==> src/rtl/count_pwm_pkg.sv <==
// Shared types and helpers for the count-driven PWM generator.
package count_pwm_pkg;

    typedef enum logic [1:0] {
        IDLE,
        ARMED,
        RUN,
        DRAIN
    } state_t;

    localparam int CNT_W_DEF = 4;
    localparam int CNT_MAX = (1 << CNT_W_DEF) - 1;

    function automatic int cnt_max(input int w);
        return (1 << w) - 1;
    endfunction

    // Duty values above a full period saturate to always-high.
    function automatic int clamp_duty(input int d, input int w);
        int lim;
        lim = 1 << w;
        return (d > lim) ? lim : d;
    endfunction

endpackage

==> src/rtl/count_wrap_detect.sv <==
// Samples the upstream count, detects MAX->0 wraps and illegal steps.
// Sequence checking is built only with COUNT_PWM_SEQ_CHECK_EN defined.
module count_wrap_detect
    import count_pwm_pkg::*;
#(
    parameter int CNT_W = CNT_W_DEF
) (
    input  logic             clk,
    input  logic             reset,
    input  logic [CNT_W-1:0] cnt_i,
    output logic             wrap,
    output logic             seq_err
);

    localparam logic [CNT_W-1:0] MAX = CNT_W'(cnt_max(CNT_W));

    logic [CNT_W-1:0] cnt_q;
    logic             cnt_vld;

    always_ff @(posedge clk) begin
        if (reset) begin
            cnt_q   <= '0;
            cnt_vld <= 1'b0;
        end else begin
            cnt_q   <= cnt_i;
            cnt_vld <= 1'b1;
        end
    end

    assign wrap = cnt_vld && (cnt_q == MAX) && (cnt_i == '0);

`ifdef COUNT_PWM_SEQ_CHECK_EN
    logic [CNT_W-1:0] cnt_inc;

    assign cnt_inc = cnt_q + 1'b1;
    // A jump to zero is an upstream reset, not an error.
    assign seq_err = cnt_vld && (cnt_i != cnt_inc) && (cnt_i != '0);
`else
    assign seq_err = 1'b0;
`endif

endmodule

==> src/rtl/count_pwm_gen.sv <==
// PWM generator driven by an external wrap-around count.
// Optional sequence checker: define COUNT_PWM_SEQ_CHECK_EN.
module count_pwm_gen
    import count_pwm_pkg::*;
#(
    parameter int CNT_W = CNT_W_DEF,
    parameter int PER_W = 8
) (
    input  logic             clk,
    input  logic             reset,
    input  logic             enable,
    input  logic [CNT_W-1:0] cnt_i,
    input  logic [CNT_W:0]   duty_i,
    input  logic             duty_wr,
    input  logic             err_clr,
    output logic             pwm_o,
    output logic             wrap_o,
    output logic [PER_W-1:0] period_cnt_o,
    output logic             running_o,
    output logic             seq_err_o
);

    state_t         state;
    state_t         state_n;
    logic           wrap;
    logic           seq_evt;
    logic           pwm_n;
    logic           per_inc;
    logic           below;
    logic [CNT_W:0] duty_shadow;
    logic [CNT_W:0] duty_active;
    logic [CNT_W:0] duty_clamped;
    logic [CNT_W:0] duty_eff;

    count_wrap_detect #(
        .CNT_W(CNT_W)
    ) u_detect (
        .clk    (clk),
        .reset  (reset),
        .cnt_i  (cnt_i),
        .wrap   (wrap),
        .seq_err(seq_evt)
    );

    assign duty_clamped = (CNT_W+1)'(clamp_duty(int'(duty_i), CNT_W));

    // At a wrap the new period uses the duty being loaded this edge.
    assign duty_eff = !wrap   ? duty_active :
                      duty_wr ? duty_clamped : duty_shadow;

    assign below     = {1'b0, cnt_i} < duty_eff;
    assign running_o = (state == RUN) || (state == DRAIN);

    always_ff @(posedge clk) begin
        if (reset) state <= IDLE;
        else       state <= state_n;
    end

    always_comb begin
        state_n = state;
        pwm_n   = 1'b0;
        per_inc = 1'b0;
        unique case (state)
            IDLE: begin
                if (enable) state_n = ARMED;
            end
            ARMED: begin
                if (!enable) begin
                    state_n = IDLE;
                end else if (wrap) begin
                    state_n = RUN;
                    pwm_n   = below;
                end
            end
            RUN: begin
                pwm_n   = below;
                per_inc = wrap;
                if (!enable) state_n = DRAIN;
            end
            DRAIN: begin
                pwm_n   = below;
                per_inc = wrap;
                if (enable) begin
                    state_n = RUN;
                end else if (wrap) begin
                    state_n = IDLE;
                    pwm_n   = 1'b0;
                end
            end
            default: state_n = IDLE;
        endcase
    end

    always_ff @(posedge clk) begin
        if (reset) begin
            pwm_o        <= 1'b0;
            wrap_o       <= 1'b0;
            period_cnt_o <= '0;
            duty_shadow  <= '0;
            duty_active  <= '0;
        end else begin
            pwm_o  <= pwm_n;
            wrap_o <= wrap;
            if (per_inc) period_cnt_o <= period_cnt_o + 1'b1;
            if (duty_wr) duty_shadow  <= duty_clamped;
            if (wrap)    duty_active  <= duty_eff;
        end
    end

`ifdef COUNT_PWM_SEQ_CHECK_EN
    // A fresh error beats a simultaneous clear.
    always_ff @(posedge clk) begin
        if (reset)        seq_err_o <= 1'b0;
        else if (seq_evt) seq_err_o <= 1'b1;
        else if (err_clr) seq_err_o <= 1'b0;
    end
`else
    logic unused_chk;

    assign unused_chk = err_clr ^ seq_evt;
    assign seq_err_o  = 1'b0;
`endif

endmodule

==> config.mk <==
export PLATFORM = sky130hd
export DESIGN_NAME = count_pwm_gen
export DESIGN_NICKNAME = d
export VERILOG_FILES = /design/src/rtl/count_pwm_pkg.sv /design/src/rtl/count_wrap_detect.sv /design/src/rtl/count_pwm_gen.sv
export SDC_FILE = /design/constraint.sdc
export NUM_CORES = 1
export LEC_CHECK = 0
export BUFFER_PORTS_ARGS = -buffer_cell sky130_fd_sc_hd__buf_2
export CAP_MARGIN = 30
export CORE_MARGIN = 3
export CORE_UTILIZATION = 30
export CTS_BUF_LIST = sky130_fd_sc_hd__clkbuf_16
export CTS_CLUSTER_SIZE = 12
export DETAILED_ROUTE_END_ITERATION = 16
export HOLD_SLACK_MARGIN = 0.02
export SYNTH_ARGS = -nofsm -noshare
export SYNTH_HDL_FRONTEND = slang
export SYNTH_SLANG_ARGS = --single-unit
==> constraint.sdc <==
create_clock -name clk -period 2.35 [get_ports clk]
set_input_delay 0.1175 -clock clk [delete_from_list [all_inputs] [get_ports clk]]
set_output_delay 0.1175 -clock clk [all_outputs]
set_load 0.02 [all_outputs]
* Word level (Yosys, flattened, before mapping)
Index checks and enable logic that the tools add are counted.
** Word-level totals
- Bits in registers :: 27
- Bits of input ports :: 14
- Output and inout bits :: 12
- Word-level logic and storage cells :: 43
** Operators by class
- Add/sub/neg operators :: 1
- Order comparisons :: 2
- Eq/ne operators :: 8
- Multiplexer cells :: 17
- Reductions and logical operators :: 7
** Operators with widths (count)
- 5-bit 2-to-1 mux :: 3
- 2-bit 2-to-1 mux :: 6
- 8-bit by 1-bit adder with 8-bit output, second input constant :: 1
- 2-bit case mux with 4 select lines :: 1
- 1-bit 2-to-1 mux :: 6
- 3-bit != test, second input constant :: 2
- 5-bit > comparator, second input constant :: 1
- 4-bit by 5-bit less-than comparator with 1-bit output :: 1
- 2-bit equality test, second input constant :: 2
- 4-bit equality test, second input constant :: 1
- 4-bit zero test :: 1
- 2-bit != test, second input constant :: 2
- 4-bit AND reduction :: 1
- 1-bit case mux with 3 select lines :: 1
- 2-bit by 1-bit equality test with 1-bit output, second input constant :: 1
- 1-bit logical AND :: 2
- 2-bit zero test :: 1
- 2-bit OR reduction :: 1
- 1-bit logical OR :: 1

* Longest topological paths before layout
- Depth after elaboration :: 8
- Gate-level depth with buffers :: 7
- Mapped depth without buffers :: 7

* Cells and area by module
A second synthesis with hierarchy kept.
** Second synthesis, totals
- Cells, all modules :: 119
- Area total of the unflattened synthesis :: 1123.6 µm²
** Modules (own cells, without submodules)
- count_pwm_gen :: instances 1, cells each 103, area each 950.9 µm², seq. area each 440.4 µm²
- count_wrap_detect :: instances 1, cells each 16, area each 172.7 µm², seq. area each 100.1 µm²

* Worst setup path before layout
No wires, ideal clock.
- Path kind :: input -> register
- Start :: in cnt_i[3]
- End :: reg pwm_o
- Setup time :: 91 ps
- Arrival :: 1753 ps
- Data required time :: 2259 ps
- Slack :: 506 ps
- Stages :: 7
- Path buffers :: 0
- Cells stage by stage :: or2_2 -> nor3_2 -> mux2i_1 -> ha_1 -> o21a_1 -> o21a_1 -> a311oi_1
** On the way
- Word-level cells in the longest chain between the ends :: 7
- Elaborated cells between the ends (all ways) :: 9
- Those cells by class :: 1 x order compare; 6 x mux; 2 x reduce/logical
** Ends and longest elaborated chain
- start, declared :: line count_pwm_gen.sv:12 : input logic [CNT_W-1:0] cnt_i,
- 4-bit zero test :: line count_wrap_detect.sv:30 : assign wrap = cnt_vld && (cnt_q == MAX) && (cnt_i == '0);
- 1-bit logical AND :: line count_wrap_detect.sv:30
- 5-bit 2-to-1 mux :: line count_pwm_gen.sv:48 : assign duty_eff = !wrap ? duty_active :
- 4-bit by 5-bit less-than comparator with 1-bit output :: line count_pwm_gen.sv:51 : assign below = {1'b0, cnt_i} < duty_eff;
- 1-bit 2-to-1 mux (on tied branches) :: line count_pwm_gen.sv:85, count_pwm_gen.sv:70
- 1-bit 2-to-1 mux (on tied branches) :: line count_pwm_gen.sv:83, count_pwm_gen.sv:68
- 1-bit case mux with 3 select lines * :: line count_pwm_gen.sv:63 : unique case (state)
- end signal, assigned :: line count_pwm_gen.sv:102 : pwm_o <= pwm_n;
- end, declared :: line count_pwm_gen.sv:16 : output logic pwm_o,
Every way passes the cells marked *; elsewhere a longest branch is shown, timed or not.
A chain may end at the register's enable or synchronous reset.

* Worst setup path after layout
- Start :: reg u_detect.cnt_vld
- End :: reg pwm_o
** On the way
- Word-level cells in the longest chain between the ends :: 7
- Elaborated cells between the ends (all ways) :: 9
- Those cells by class :: 1 x order compare; 6 x mux; 2 x reduce/logical
** Ends and longest elaborated chain
- start, declared :: line count_wrap_detect.sv:18 : logic cnt_vld;
- start signal, assigned :: line count_wrap_detect.sv:23 : cnt_vld <= 1'b0;
- start signal, assigned :: line count_wrap_detect.sv:26 : cnt_vld <= 1'b1;
- 1-bit logical AND * (2 in series) :: line count_wrap_detect.sv:30
- 5-bit 2-to-1 mux :: line count_pwm_gen.sv:48
- 4-bit by 5-bit less-than comparator with 1-bit output :: line count_pwm_gen.sv:51
- 1-bit 2-to-1 mux (on tied branches) :: line count_pwm_gen.sv:85, count_pwm_gen.sv:70
- 1-bit 2-to-1 mux (on tied branches) :: line count_pwm_gen.sv:83, count_pwm_gen.sv:68
- 1-bit case mux with 3 select lines * :: line count_pwm_gen.sv:63
Marks and branches as above.

==> out/qor.csv <==
stage,metric,value,unit
cells_and_area,area_growth,19.7,%
yosys,yosysWarnings,0,
worst_setup_path,slowest_delay,330,ps
floorplanning,initial_core_util,33.0,%
pwr,leakagePower,0.610,nW
sta,hold_violations,0,
cells_and_area,stdcell_count,190,
global_routing,grt_max_degree,24,
cts,cts_tree,yes,
route,detail-route-antenna-nets,0,
cts,insertion_delay,260,ps
cts,post-cts-setup-buffer-count,0,
cells_and_area,multiInputGateArea,574,um2
cts,hold_buffers,0,
global_routing,grt_antenna_before_repair,0,
cells_and_area,fin_nets,163,
cells_and_area,design_area,0.00139,mm2
worst_setup_path,path_class,flip-flop to flip-flop,
yosys,synth_common_cells,"dfxtp_1 (27), nor2_1 (13), nor2b_1 (9), inv_1 (6), mux2i_1 (6)",
yosys,yosys.area.top_type,dfxtp_1,
sta,rsz0062_at_grt,no,
cts,root_buffer,clkbuf_16,
route,wl_per_cell,11.7,um
job,maxCapViolations,0,
route,drc,0,
sta,setup_slack,292,ps
worst_setup_path,critPathLaunchType,flip-flop,
worst_setup_path,endpoint_kind,flip-flop,
yosys,avgSynthCellArea,9.52,um2
floorplanning,rows,21,
sta,drv_slew,0,
cts,cts_buffers,3,
floorplanning,fp.dieH,68.2,um
yosys,synth_nets,140,
sta,finalCritPeriodShare,87.6,%
route,drt_iter0_drc,26,
cts,cts_buffer_depth,2,
sta,clock_skew,4.16,ps
cells_and_area,post_route_cells_drive_above_1_share,22.2,%
cells_and_area,antenna_cells,0,
worst_setup_path,cpMaxStageDelayCell,dfxtp_1,
yosys,synthCells,122,
yosys,yosysSeqAreaShare,46.6,%
place,io_buffers,23,
place,dp_cells,186,
floorplanning,core_area,0.00352,mm2
sta,finalCriticalPeriod,2060,ps
run_status,status,"complete, no violations",
yosys,syn-cell-area,0.00116,mm2
route,vias_per_cell,4.74,
global_routing,grt_pass1_vias,826,
cts,h-tree-depth,1,
yosys,synth_top_area_share,46.6,%
route,num_vias,900,
yosys,ys_seq_elements,27,
pwr,ir_drop,231,uV
place,placed_cell_area,0.00131,mm2
global_routing,overflow,0,
route,wirelength,2.23,mm
cells_and_area,area.sequential,541,um2
yosys,async_reset_ff_share,0,%
worst_setup_path,crit_arrival,2230,ps
pwr,powerDensity,650,mW/mm2
min_path,min-delay-path-class,primary input to flip-flop,
yosys,synth_most_common_cell,dfxtp_1,
place,gp_congestion,0.753,
yosys,synthTopCellsByArea,"dfxtp_1 (47%), mux2i_1 (5.2%), nor2b_1 (4.8%), ha_1 (4.3%), nor2_1 (4.2%)",
floorplanning,die-area,0.00465,mm2
worst_setup_path,required,2520,ps
cts,cts.sinks,27,
place,pre_cts_ws,228,ps
floorplanning,die_w,68.2,um
global_routing,grt_usage,10.6,%
yosys,ys_types,35,
worst_setup_path,rrSetupSlack,290,ps
yosys,synth-edff-count,0,
sta,max_freq,0.486,GHz
floorplanning,num_io_pins,26,
sta,finalSetupViolCount,0,
yosys,synth_flop_cell,dfxtp_1,
global_routing,grt_first_pass_wirelength,3.65,mm
worst_setup_path,worst_path_most_repeated_cell,o21a_1,
cells_and_area,fin_util,39.5,%
sta,setup_tns,0,ps
cells_and_area,n_fill_cell,358,
cts,cts.clk_slew.worst_paths,60,ps
worst_setup_path,crit_path_max_fanout,3,
place,hpwl,1.69,mm
worst_setup_path,cp_cell_sequence,nand4bb_1 -> nor3_2 -> mux2i_1 -> ha_1 -> o21a_1 -> o21a_1 -> a311oi_1,
cts,cts_resized,0,
route,dr.pass1.iters,4,
==> critical path: cells and delay by family (launching register included) <==
kind | cells | cell delay [ps]
AO/OA/AOI/OAI | 3 | 590
AND/OR/NAND/NOR | 2 | 480
flip-flops | 1 | 330
multiplexers | 1 | 290
adder cells (fa/ha/maj) | 1 | 270
==> placed cells by master, fill, tap and decap left out <==
cell and n:
and4bb_2 1, and4_1 1, nand4bb_1 1, dfxtp_1 27
mux2i_1 6, buf_2 23, a311oi_1 1, conb_1 1
o21a_1 2, nor2_1 13, nor3_1 1, nand3_1 2
nand3b_1 1, o31ai_1 1, nand2_1 2, nand4_1 5
mux2_2 2, a211oi_1 1, xnor2_1 1, and3_1 5
a22o_1 3, clkbuf_16 3, nor2b_1 9, o211ai_1 1
xor2_1 3, a21oi_1 4, ha_1 4, nor3_2 1
or2_2 1, clkinv_2 1, nor4_1 1, inv_1 6
and2_1 4, or3_1 2, o21ai_0 4
==> power by group <==
part / switching, W / internal (W)
Sequential: 0.00000354 / 0.000467
Combinational: 0.0000289 / 0.0000225
Clock: 0.000153 / 0.000230
Total: 0.000185 / 0.000719
==> kinds of logic (layout without fill, tap and decap cells) <==
logic type                 count (synthesis)  count (layout)  synth area share (%)
and+or+nand+nor                           50              50                  25.0
DFF                                       27              27                  46.6
AOI/OAI and AO/OA                         17              17                  9.70
buffers and inverters                     11              33                  3.99
muxes                                      8               8                  7.11
adders and majority gates                  4               4                  4.31
xor gates and xnor gates                   4               4                  3.02
other                                      1               1                 0.323
==> final cells by class <==
type	count	area share, %
Clock buffer	3	5.40
Clock inverter	1	0.360
Inverter	6	1.62
Multi-Input combinational cell	84	41.3
Sequential cell	27	38.9
Tap cell	46	4.14
Timing Repair Buffer	23	8.28
==> sequential cells by signal, indices dropped and copies added (netlist names), named ones only <==
register,count
duty_shadow,5
pwm_o,1
u_detect.cnt_vld,1
u_detect.cnt_q,4
period_cnt_o,8
duty_active,5
state,1
wrap_o,1
==> layer usage <==
| layer | global-route usage [%] | wire length (um) | vias up |
|---|---|---|---|
| met3 | 1.64 | 71 | 5 |
| met4 | 6.70 | 59 | 0 |
| met2 | 15.5 | 980 | 14 |
| li1 | - | - | 468 |
| met1 | 14.3 | 1120 | 413 |
| met5 | 0 | 0 | - |
==> worst paths after layout <==
| kind | from | end | cells past startpoint |
|---|---|---|---|
| worst max-delay path | u_detect.cnt_vld | pwm_o | 7 |
| worst min-delay path | cnt_i[0] | u_detect.cnt_q[0] | 2 |
| worst max register to register | u_detect.cnt_vld | pwm_o | 7 |
| worst min register to register | duty_active[0] | duty_active[0] | 2 |
==> stage by stage <==
step	power [W]	hold slack, ps
after floorplan	0.000512	246
after global placement	0.000530	382
after detailed placement	0.000532	388
after CTS	0.000914	114
after global routing	0.000937	141
final	0.000904	114
Note: power is estimated with default switching activity, not from simulation.
